--- src/rtl/instruction_prefetch_unit_if.sv ---
// Fetch-side bundle: ROM request/response, redirect input and the instruction stream to the core.
// master = prefetch unit, slave = ROM plus consumer side.
interface instruction_prefetch_unit_if #(
  parameter int unsigned XLEN        = 64,
  parameter int unsigned INSTR_WIDTH = 32
);
  logic                   mem_enable;
  logic [XLEN-1:0]        mem_address;
  logic [INSTR_WIDTH-1:0] mem_data;
  logic                   mem_busy;
  logic                   redirect;
  logic [XLEN-1:0]        redirect_address;
  logic [INSTR_WIDTH-1:0] instruction;
  logic [XLEN-1:0]        instruction_address;
  logic                   instruction_valid;
  logic                   instruction_ready;
  logic                   fifo_full;

  modport master (
    output mem_enable,
    output mem_address,
    input  mem_data,
    input  mem_busy,
    input  redirect,
    input  redirect_address,
    output instruction,
    output instruction_address,
    output instruction_valid,
    input  instruction_ready,
    output fifo_full
  );

  modport slave (
    input  mem_enable,
    input  mem_address,
    output mem_data,
    output mem_busy,
    output redirect,
    output redirect_address,
    input  instruction,
    input  instruction_address,
    input  instruction_valid,
    output instruction_ready,
    input  fifo_full
  );
endinterface

--- src/rtl/instruction_prefetch_unit.sv ---
// Instruction prefetch front-end: issues one fetch at a time to a busy-handshaked ROM and
// buffers returned words with their PCs in a DEPTH-entry FIFO; redirect flushes everything.
module instruction_prefetch_unit #(
  parameter int unsigned     XLEN        = 64,
  parameter int unsigned     INSTR_WIDTH = 32,
  parameter int unsigned     DEPTH       = 4,
  parameter logic [XLEN-1:0] RESET_PC    = '0
) (
  input logic                         clock,
  input logic                         reset,
  instruction_prefetch_unit_if.master bus
);

  localparam int unsigned PtrW = (DEPTH > 1) ? $clog2(DEPTH) : 1;
  localparam logic [PtrW:0] DepthCnt = (PtrW + 1)'(DEPTH);

  typedef enum logic [1:0] {StIdle, StRequest, StWait, StDiscard} state_e;

  state_e                 state_q, state_d;
  logic [XLEN-1:0]        pc_q, pc_d;
  logic [PtrW:0]          count_q, count_d;
  logic [PtrW-1:0]        head_q, tail_q;
  logic                   req_q;
  logic [INSTR_WIDTH-1:0] data_mem [DEPTH];
  logic [XLEN-1:0]        addr_mem [DEPTH];
  logic                   resp, push, pop;

  always_comb begin
    // The cycle right after the request the ROM has not raised busy yet, so ignore it.
    resp = ((state_q == StWait) || (state_q == StDiscard)) && !req_q && !bus.mem_busy;
    push = (state_q == StWait) && resp && !bus.redirect;
    pop  = (count_q != '0) && bus.instruction_ready && !bus.redirect;

    state_d = state_q;
    unique case (state_q)
      StIdle:    if (!bus.redirect && (count_q < DepthCnt)) state_d = StRequest;
      StRequest: state_d = bus.redirect ? StDiscard : StWait;
      StWait: begin
        if (bus.redirect) state_d = StDiscard;
        else if (resp)    state_d = StIdle;
      end
      StDiscard: if (resp && !bus.redirect) state_d = StIdle;
      default:   state_d = StIdle;
    endcase

    pc_d = pc_q;
    if (bus.redirect) pc_d = bus.redirect_address & ~XLEN'(3);
    else if (push)    pc_d = pc_q + XLEN'(4);

    count_d = count_q;
    if (bus.redirect)       count_d = '0;
    else if (push && !pop)  count_d = count_q + 1'b1;
    else if (pop && !push)  count_d = count_q - 1'b1;
  end

  always_ff @(posedge clock) begin
    if (reset) begin
      state_q <= StIdle;
      pc_q    <= RESET_PC;
      count_q <= '0;
      head_q  <= '0;
      tail_q  <= '0;
      req_q   <= 1'b0;
      for (int i = 0; i < int'(DEPTH); i++) begin
        data_mem[i] <= '0;
        addr_mem[i] <= '0;
      end
    end else begin
      state_q <= state_d;
      pc_q    <= pc_d;
      count_q <= count_d;
      req_q   <= (state_q == StRequest);
      if (bus.redirect) begin
        head_q <= '0;
        tail_q <= '0;
      end else begin
        if (push) begin
          data_mem[tail_q] <= bus.mem_data;
          addr_mem[tail_q] <= pc_q;
          tail_q           <= tail_q + 1'b1;
        end
        if (pop) head_q <= head_q + 1'b1;
      end
    end
  end

  assign bus.mem_enable          = (state_q == StRequest);
  assign bus.mem_address         = pc_q;
  assign bus.instruction         = data_mem[head_q];
  assign bus.instruction_address = addr_mem[head_q];
  assign bus.instruction_valid   = (count_q != '0);
  assign bus.fifo_full           = (count_q == DepthCnt);

endmodule

--- src/flat_wrapper.sv ---
// flat-port wrapper written by rule: the top's interface ports become plain ports
module instruction_prefetch_unit_flat 
#(
  parameter int unsigned     XLEN        = 64,
  parameter int unsigned     INSTR_WIDTH = 32,
  parameter int unsigned     DEPTH       = 4,
  parameter logic [XLEN-1:0] RESET_PC    = '0
)
  (clock, reset, bus_mem_enable, bus_mem_address, bus_mem_data, bus_mem_busy, bus_redirect, bus_redirect_address, bus_instruction, bus_instruction_address, bus_instruction_valid, bus_instruction_ready, bus_fifo_full);
  instruction_prefetch_unit_if #(.XLEN(XLEN), .INSTR_WIDTH(INSTR_WIDTH)) bus_i ();
  input logic clock;
  input logic reset;
  output wire logic [$bits(bus_i.mem_enable)-1:0] bus_mem_enable;
  output wire logic [$bits(bus_i.mem_address)-1:0] bus_mem_address;
  input wire logic [$bits(bus_i.mem_data)-1:0] bus_mem_data;
  input wire logic [$bits(bus_i.mem_busy)-1:0] bus_mem_busy;
  input wire logic [$bits(bus_i.redirect)-1:0] bus_redirect;
  input wire logic [$bits(bus_i.redirect_address)-1:0] bus_redirect_address;
  output wire logic [$bits(bus_i.instruction)-1:0] bus_instruction;
  output wire logic [$bits(bus_i.instruction_address)-1:0] bus_instruction_address;
  output wire logic [$bits(bus_i.instruction_valid)-1:0] bus_instruction_valid;
  input wire logic [$bits(bus_i.instruction_ready)-1:0] bus_instruction_ready;
  output wire logic [$bits(bus_i.fifo_full)-1:0] bus_fifo_full;
  assign bus_mem_enable = bus_i.mem_enable;
  assign bus_mem_address = bus_i.mem_address;
  assign bus_i.mem_data = bus_mem_data;
  assign bus_i.mem_busy = bus_mem_busy;
  assign bus_i.redirect = bus_redirect;
  assign bus_i.redirect_address = bus_redirect_address;
  assign bus_instruction = bus_i.instruction;
  assign bus_instruction_address = bus_i.instruction_address;
  assign bus_instruction_valid = bus_i.instruction_valid;
  assign bus_i.instruction_ready = bus_instruction_ready;
  assign bus_fifo_full = bus_i.fifo_full;
  instruction_prefetch_unit #(.XLEN(XLEN), .INSTR_WIDTH(INSTR_WIDTH), .DEPTH(DEPTH), .RESET_PC(RESET_PC)) u_core (.clock(clock), .reset(reset), .bus(bus_i));
endmodule
--- config.mk ---
export PLATFORM = sky130hd
export DESIGN_NAME = instruction_prefetch_unit_flat
export DESIGN_NICKNAME = d
export VERILOG_FILES = /design/src/rtl/instruction_prefetch_unit_if.sv /design/src/rtl/instruction_prefetch_unit.sv /design/src/flat_wrapper.sv
export SDC_FILE = /design/constraint.sdc
export NUM_CORES = 1
export LEC_CHECK = 0
export CORE_MARGIN = 2
export CORE_UTILIZATION = 33
export DETAILED_ROUTE_END_ITERATION = 7
export PLACE_DENSITY = 0.6
export RECOVER_POWER = 50
export SKIP_CTS_REPAIR_TIMING = 1
export SLEW_MARGIN = 20
export SYNTH_ARGS = -nofsm -noshare
export SYNTH_HDL_FRONTEND = slang
export SYNTH_SLANG_ARGS = --single-unit
--- constraint.sdc ---
create_clock -name clock -period 11.2 [get_ports clock]
set_input_delay 2.24 -clock clock [delete_from_list [all_inputs] [get_ports clock]]
set_output_delay 2.24 -clock clock [all_outputs]
set_load 0.03 [all_outputs]
### Yosys cells after proc, flatten, opt, wreduce, memory -nomap -nowiden

Memory sizes are Yosys's and may differ from the RTL's. A register that Yosys moved wholly into a read port is not among the register bits.
Cells that the tools add are included.

* reduce and logical (&&, ||, !) cells: 24
* add/sub/neg operators: 5
* order comparisons: 1
* equality and inequality tests: 7
* mux-type cells: 26

Operator list (count)
* two-way mux 64 bit: 3
* adder 64 x 3 -> 64 bit, second input constant: 1
* OR reduction 64 bit: 1
* two-way mux 32 bit: 1
* OR reduction 32 bit: 1
* two-way mux 2 bit: 10
* logical AND 1 bit: 10
* two-way mux 1 bit: 9
* one-hot mux 2 bit (4 select lines): 1
* two-way mux 3 bit: 2
* zero test 1 bit: 5
* adder 2 x 1 -> 2 bit, second input constant: 2
* equality test 2 bit, second input constant: 2
* nonzero test 2 bit: 2
* adder 3 x 1 -> 3 bit, second input constant: 1
* equality test 3 bit, second input constant: 1
* less-than comparator 3 bit, second input constant: 1
* != test 3 x 2 -> 1 bit, second input constant: 1
* AND reduction 3 bit: 1
* nonzero test 3 bit: 1
* subtractor 3 x 1 -> 3 bit, second input constant: 1
* equality test 2 x 1 -> 1 bit, second input constant: 1
* zero test 2 bit: 1
* != test 2 x 1 -> 1 bit, second input constant: 1
* other kinds (3): 3

* memory bits (writable): 384
* memories: 2
* word-level logic and storage cells: 72
* input bits: 101
* register bits: 74
* output and inout port bits: 163

Memory list
* u_core.addr_mem: words 4, bits a word 64, rd ports 1, clocked after memory_dff 1, write ports 4, line instruction_prefetch_unit.sv:25 `logic [XLEN-1:0] addr_mem [DEPTH];`
* u_core.data_mem: words 4, bits a word 32, rd ports 1, clocked after memory_dff 1, write ports 4, line instruction_prefetch_unit.sv:24 `logic [INSTR_WIDTH-1:0] data_mem [DEPTH];`

### Logic depth before layout (Yosys ltp)

Gate-level depths: netlist of run 1.

* depth after elaboration: 12
* mapped depth: 11
* mapped depth without buffers: 9

### Least setup slack after synthesis of run 1

OpenSTA, ideal clock, no wires.

* path kind: input -> register
* start: in bus_mem_busy
* end: mem u_core.addr_mem[3][10], enable pin
* data arrival time: 9.787 ns
* setup time: 0.676 ns
* stages: 5
* path slack: 0.737 ns
* cell sequence: or4b_1 > clkbuf_1 > nor2_1 > nand2_1 > o21ai_0

RTL lines
* start: declaration: line flat_wrapper.sv:16 `input wire logic [$bits(bus_i.mem_busy)-1:0] bus_mem_busy;`
* end: declaration: line instruction_prefetch_unit.sv:25

==> metrics, run 1 <==
status=finished with violations; failing checks=max-capacitance violations, max-slew violations; Layout area overhead=25.0%; area of the multi-input gates=slightly below 7000 um2; Cell Pwr Density=~160 nW/um2; Clk pin slew, worst setup/hold paths=60 ps; worst slew pin tran=3950 ps; WL final=60800 um; Critical Path AT=8300 ps; core area=between 60000 and 70000 um2; Hold Path Class=register to register; die area=62900 um2; Final Hold Viols=0; clk_skew=12.8 ps; commonest cells after routing, fill and taps aside=376 x edfxtp_1, 190 x clkdlybuf4s50_1, 155 x nor2_1; HP Start=u_core.head_q[1]; Yosys Warn Count=0; GPL Wtd Cong=0.766; Synth Register Bits=450; CP Capture Type=register; maximum clock insertion buffer count=3; share of layout cells above drive strength 1=roughly an eighth; drt pass-1 iters=5; worst vdd ir=0.000103 V; routed vias/inst=5.30; DR vias=approximately 13000; post-synthesis sequential area ratio=a little under two thirds; # port buffers=257; Pleak=between 8 and 9 nW; post-route ant nets=0; io pins=264; FP Rows=90; Starting Density=33.4%; RSZ-0062 raised after global routing=false; Fmax=0.125 GHz; crit path max fanout=63; dpl hpwl=35500 um; wire length per cell=23.9 um; period utilization=between 70% and 80%; EDFF count, synth=~380; antenna violations before repair=4; TritonCTS buffer count=49; Worst slew margin=-163%; Async SR Flop Fraction=0%; fillcell total=5542; mean post-synth cell area=13.4 um2; clock root cell=clkbuf_16; pre-CTS WS=5060 ps; Synth Cell Area=around 20000 um2; die height=251 um; Worst EP required=11510 ps; Setup WS post-layout=approximately 3200 ps; Clock Sinks=450; Power Total=3.91 mW; All-Layer GR Usage=a little under a fifth; R2R Setup Slk=6180 ps; Max-Cap Viols=8; H-tree levels=2; global-route wire length before repair=89500 um; final number of setup-violating endpoints=0; Sequential Area=~13000 um2; setup TNS=0 ps; synth unique cells=48; commonest non-fill, non-tap cell in the layout=edfxtp_1; die width=251 um; Worst Setup SP=reset; cell count after synthesis=1496; vias in the first global route=13717; Period minus WS final=7980 ps; DRC Markers=0; Starting DRT DRC Count=around 1200; total grt overflow=0; Pins Over Slew Limit=338; clock latency on the worst-skew pair=roughly 580 ps; Setup crit start kind=primary input; largest net degree at the start of global routing=65; top_reg_cell synth=edfxtp_1; CTS tree=yes; final core occ=41.7%; R2R Path Start=u_core.state_q[1]; Layout Nets=1821; Crit Path Category=primary input to register
-- layer usage --
metal,wire (um),track usage (%),vias to the layer above,part of all wire [%]
met5,2,0,-,0.0033
met4,1300,4.67,2,2.1
met3,4600,3.73,77,7.6
met2,28400,30.6,551,47
met1,26500,26.9,6856,44
li1,-,-,5995,-
-- cells in the mapped netlist, drive strengths merged (19+ instances only) --
master,n,area [um2]
inv,45,169
dfxtp,74,1480
nand3,22,110
nand2,79,297
nand4,25,156
mux4,94,2120
nor3,30,150
xnor2,25,219
edfxtp,376,11300
buf,19,88.8
nor4,23,156
a211oi,30,225
and3,72,450
nor2,158,593
and2,190,1190
clkbuf,99,372
-- final timing paths --
path,to,cells after the start
worst max-delay path,u_core.data_mem[0][21],8
worst min-delay path,register,2
worst max register to register,u_core.data_mem[0][21],6
worst min register to register,register,2
-- worst max-delay path, stage by stage --
cell	delay, ps
buf_2	70
clkbuf_1	2460
nor2_4	-150
nand2_1	250
clkbuf_1	1170
nor2_4	20
clkbuf_1	1420
and2_1	700
-- state kept, by name (all words and copies together), names as in the netlist, named ones only --
name                    cells
u_core.addr_mem           248
u_core.bus.mem_address     62
u_core.count_q              3
u_core.data_mem           128
u_core.head_q               2
u_core.req_q                1
u_core.state_q              2
u_core.tail_q               2
-- cells by family (layout without fill, tap and decap cells) --
logic type                 count (synthesis)  count (layout)  synth area share [%]
muxes                                    105             105                  11.1
DFF                                      450             450                  63.6
other                                      1               7                0.0187
xor gates and xnor gates                  41              41                  1.79
and+or+nand+nor                          643             643                  17.1
AOI/OAI and AO/OA                         90              90                  3.15
adders and majority gates                  3               3                 0.224
buffers and inverters                    163             422                  3.13
-- power by group --
part,internal [mW],switching [mW],total (mW)
Sequential,1.88,0.0532,1.93
Clock,0.989,0.675,1.66
Combinational,0.122,0.194,0.316
Total,2.99,0.922,3.91
-- stage by stage --
stage / cells / area [um2] / hold WS (ps)
6_report: 2543 / 25100 / 531
3_3_place_gp: 2448 / 23500 / 505
5_1_grt: 2541 / 25100 / 561
4_1_cts: 2540 / 25200 / 529
3_5_place_dp: 2448 / 23500 / 510
2_1_floorplan: 1499 / 20100 / 475
-- cell type report --
cell class                      count  share of cell area (%)
Sequential cell                   450                    50.9
Multi-Input combinational cell    886                    27.0
Timing Repair Buffer              285                    10.9
Clock buffer                       72                    5.76
Tap cell                          782                    3.90
Clock inverter                     20                   0.827
Inverter                           45                   0.678
Antenna cell                        3                  0.0299
No activity file was read; power rests on OpenSTA's default activity.
==> run 2, diff against run 1 <==
==> constraint.sdc (replaced) <==
create_clock -name clock -period 8 [get_ports clock]
set_input_delay 1.6 -clock clock [delete_from_list [all_inputs] [get_ports clock]]
set_output_delay 1.6 -clock clock [all_outputs]
set_load 0.03 [all_outputs]
==> run 2 against run 1 <==
Non-clock buffer count stayed put. Die area stayed put. Core utilization about the same. The flow still finishes with violations (max-capacitance violations, max-slew violations). Critical path depth is 1 lower. Largest cell class unchanged. Sequential share of layout area about the same.
==> metrics, run 2 (synthesis results as in run 1) <==
Worst EP required=8140 ps (-3370 ps); ant diodes=0 (-3); RSZ-0062 raised after global routing=false; Critical Path AT=6360 ps (-1940 ps); antenna violations before repair=3 (-1); worst slew pin tran=3640 ps (-312 ps); die height=251 um (unchanged); vias in the first global route=13813 (+0.70%); clock latency on the worst-skew pair=590 ps (about the same); post-route cell area=25100 um2 (about the same); Largest register FFs=248 (unchanged); final number of setup-violating endpoints=0 (unchanged); Crit Path Category=primary input to register; Layout area overhead=24.9% (about the same); Clk pin slew, worst setup/hold paths=60 ps (about the same); worst vdd ir=0.000132 V (+27%); Int Pwr=4.16 mW (+39%); Clk pwr share=42.3% (-0.3 points); combinational share of power=8.1% (about the same); Power Total=5.45 mW (+39%); Flop pwr share=49.6% (+0.2 points); Starting DRT DRC Count=1280 (+10%); core area=60200 um2 (unchanged); routed vias/inst=5.26 (-0.82%); switching part of the total power=23.7% (+0.11 points); dpl hpwl=35100 um (-1.0%); Final Hold Viols=0 (unchanged); Cell Pwr Density=217 nW/um2 (+40%); Fmax=0.161 GHz; Starting Density=33.4% (unchanged); FP Rows=90 (unchanged); Period minus WS final=~6200 ps; Hold Path Class=register to register; die width=251 um (unchanged); Setup crit start kind=primary input; DR vias=13371 (-0.82%); CP Capture Type=register; status=finished with violations; Critical Path, Cell by Cell=dlygate4sd3_1 > nor4b_1 > buf_4 > nand2_1 > clkbuf_1 > o21ai_4 > clkbuf_1; post-route ant nets=0 (unchanged); Post-Place Cell Area=23500 um2 (about the same); Layout Nets=1823 (+0.11%); drt pass-1 iters=6 (+1); failing checks=max-capacitance violations, max-slew violations; Slowest cell on crit path=clkbuf_1; All-Layer GR Usage=19.1% (-0.085 points); Pleak=9.06 nW (+0.68%); Max-Cap Viols=10 (+2); pre-CTS WS=2550 ps (-2500 ps); clk_skew=11.0 ps (-1.79 ps); io pins=264 (unchanged); most used cell, CP=clkbuf_1; clock root cell=clkbuf_16; # port buffers=257 (unchanged); commonest non-fill, non-tap cell in the layout=edfxtp_1; GPL Wtd Cong=0.761 (-0.69%); period utilization=77.7%; WL final=60200 um (-0.94%); share of layout cells above drive strength 1=11.6% (-0.30 points); DRC Markers=0 (unchanged); maximum clock insertion buffer count=3 (unchanged); Worst slew margin=-142% (+21 points); switching power=1.29 mW (+40%); most flop-heavy register=u_core.addr_mem; wire length per cell=23.7 um (-0.94%); commonest cells after routing, fill and taps aside=376 x edfxtp_1, 190 x and2_1, 189 x clkdlybuf4s50_1; die area=62900 um2 (unchanged); Setup WS post-layout=1780 ps (-1430 ps); slowest stage delay, CP=1870 ps (-590 ps); global-route wire length before repair=88700 um (-0.87%); crit path max fanout=65 (+3.2%); TritonCTS buffer count=51 (+4.1%); largest net degree at the start of global routing=100 (+54%); H-tree levels=2 (unchanged); total grt overflow=0 (unchanged); CTS tree=yes; Pins Over Slew Limit=394 (+17%); Clock Sinks=450 (unchanged); final core occ=41.6% (about the same)
## run 2: changes by cell type in the layout (fill, tap and decap cells not counted), moves of 2 or more
| cell | previous run | this run |
|---|---|---|
| clkbuf_2 | 0 | 2 |
| o21ai_4 | 3 | 1 |
| and2_1 | 127 | 190 |
| diode_2 | 3 | 0 |
| clkbuf_1 | 22 | 27 |
| buf_4 | 20 | 15 |
| buf_12 | 0 | 2 |
| and2_0 | 63 | 0 |
## run 2: area by class of cell
cell class,count,area (um2)
clock buffers,76,1460
clock inverters,19,173
fillers,5522,35200
multi-input cells,886,6750
well taps,782,978
inverters,45,170
repair buffers,285,2780
flip-flops and latches,450,12800
## run 2: critical path: cells and delay by family
kind | cells | cell delay, ps
simple gates | 2 | 450
buf+inv | 4 | 3870
compound gates | 1 | 340
## run 2: stage by stage
step / std cells / setup TNS (ps) / hold slack (ps)
4_1_cts: 2541 / 0 / 537
6_report: 2543 / 0 / 530
3_5_place_dp: 2446 / 0 / 519
2_1_floorplan: 1499 / -439470 / 475
3_3_place_gp: 2446 / 0 / 505
5_1_grt: 2543 / 0 / 567
## run 2: path summary, 6_finish.rpt
check / startpoint / endpoint / slack [ps] / cells past startpoint
worst max register to register: u_core.state_q[1] / u_core.data_mem[2][22] / 2970 / 6
worst max-delay path: bus_mem_busy / u_core.data_mem[2][22] / 1780 / 7
worst min-delay path: u_core.head_q[1] / u_core.head_q[1] / 530 / 2
worst min register to register: u_core.head_q[1] / u_core.head_q[1] / 530 / 2
## run 2: power groups by stage
stage	logic, mW	registers [mW]	clock network, mW
floorplan	0.200	2.78	0
finish	0.441	2.70	2.31
global placement	0.454	2.75	0
global route	0.468	2.72	2.44
detailed placement	0.457	2.75	0
CTS	0.458	2.70	2.36
## run 2: layer usage
layer	global-route usage [%]	share of wire, %	vias to the layer above
met5	0	0.022	-
met4	5.34	2.2	2
met3	2.93	6.7	86
met2	31.8	48	520
met1	25.9	43	6782
li1	-	-	5981
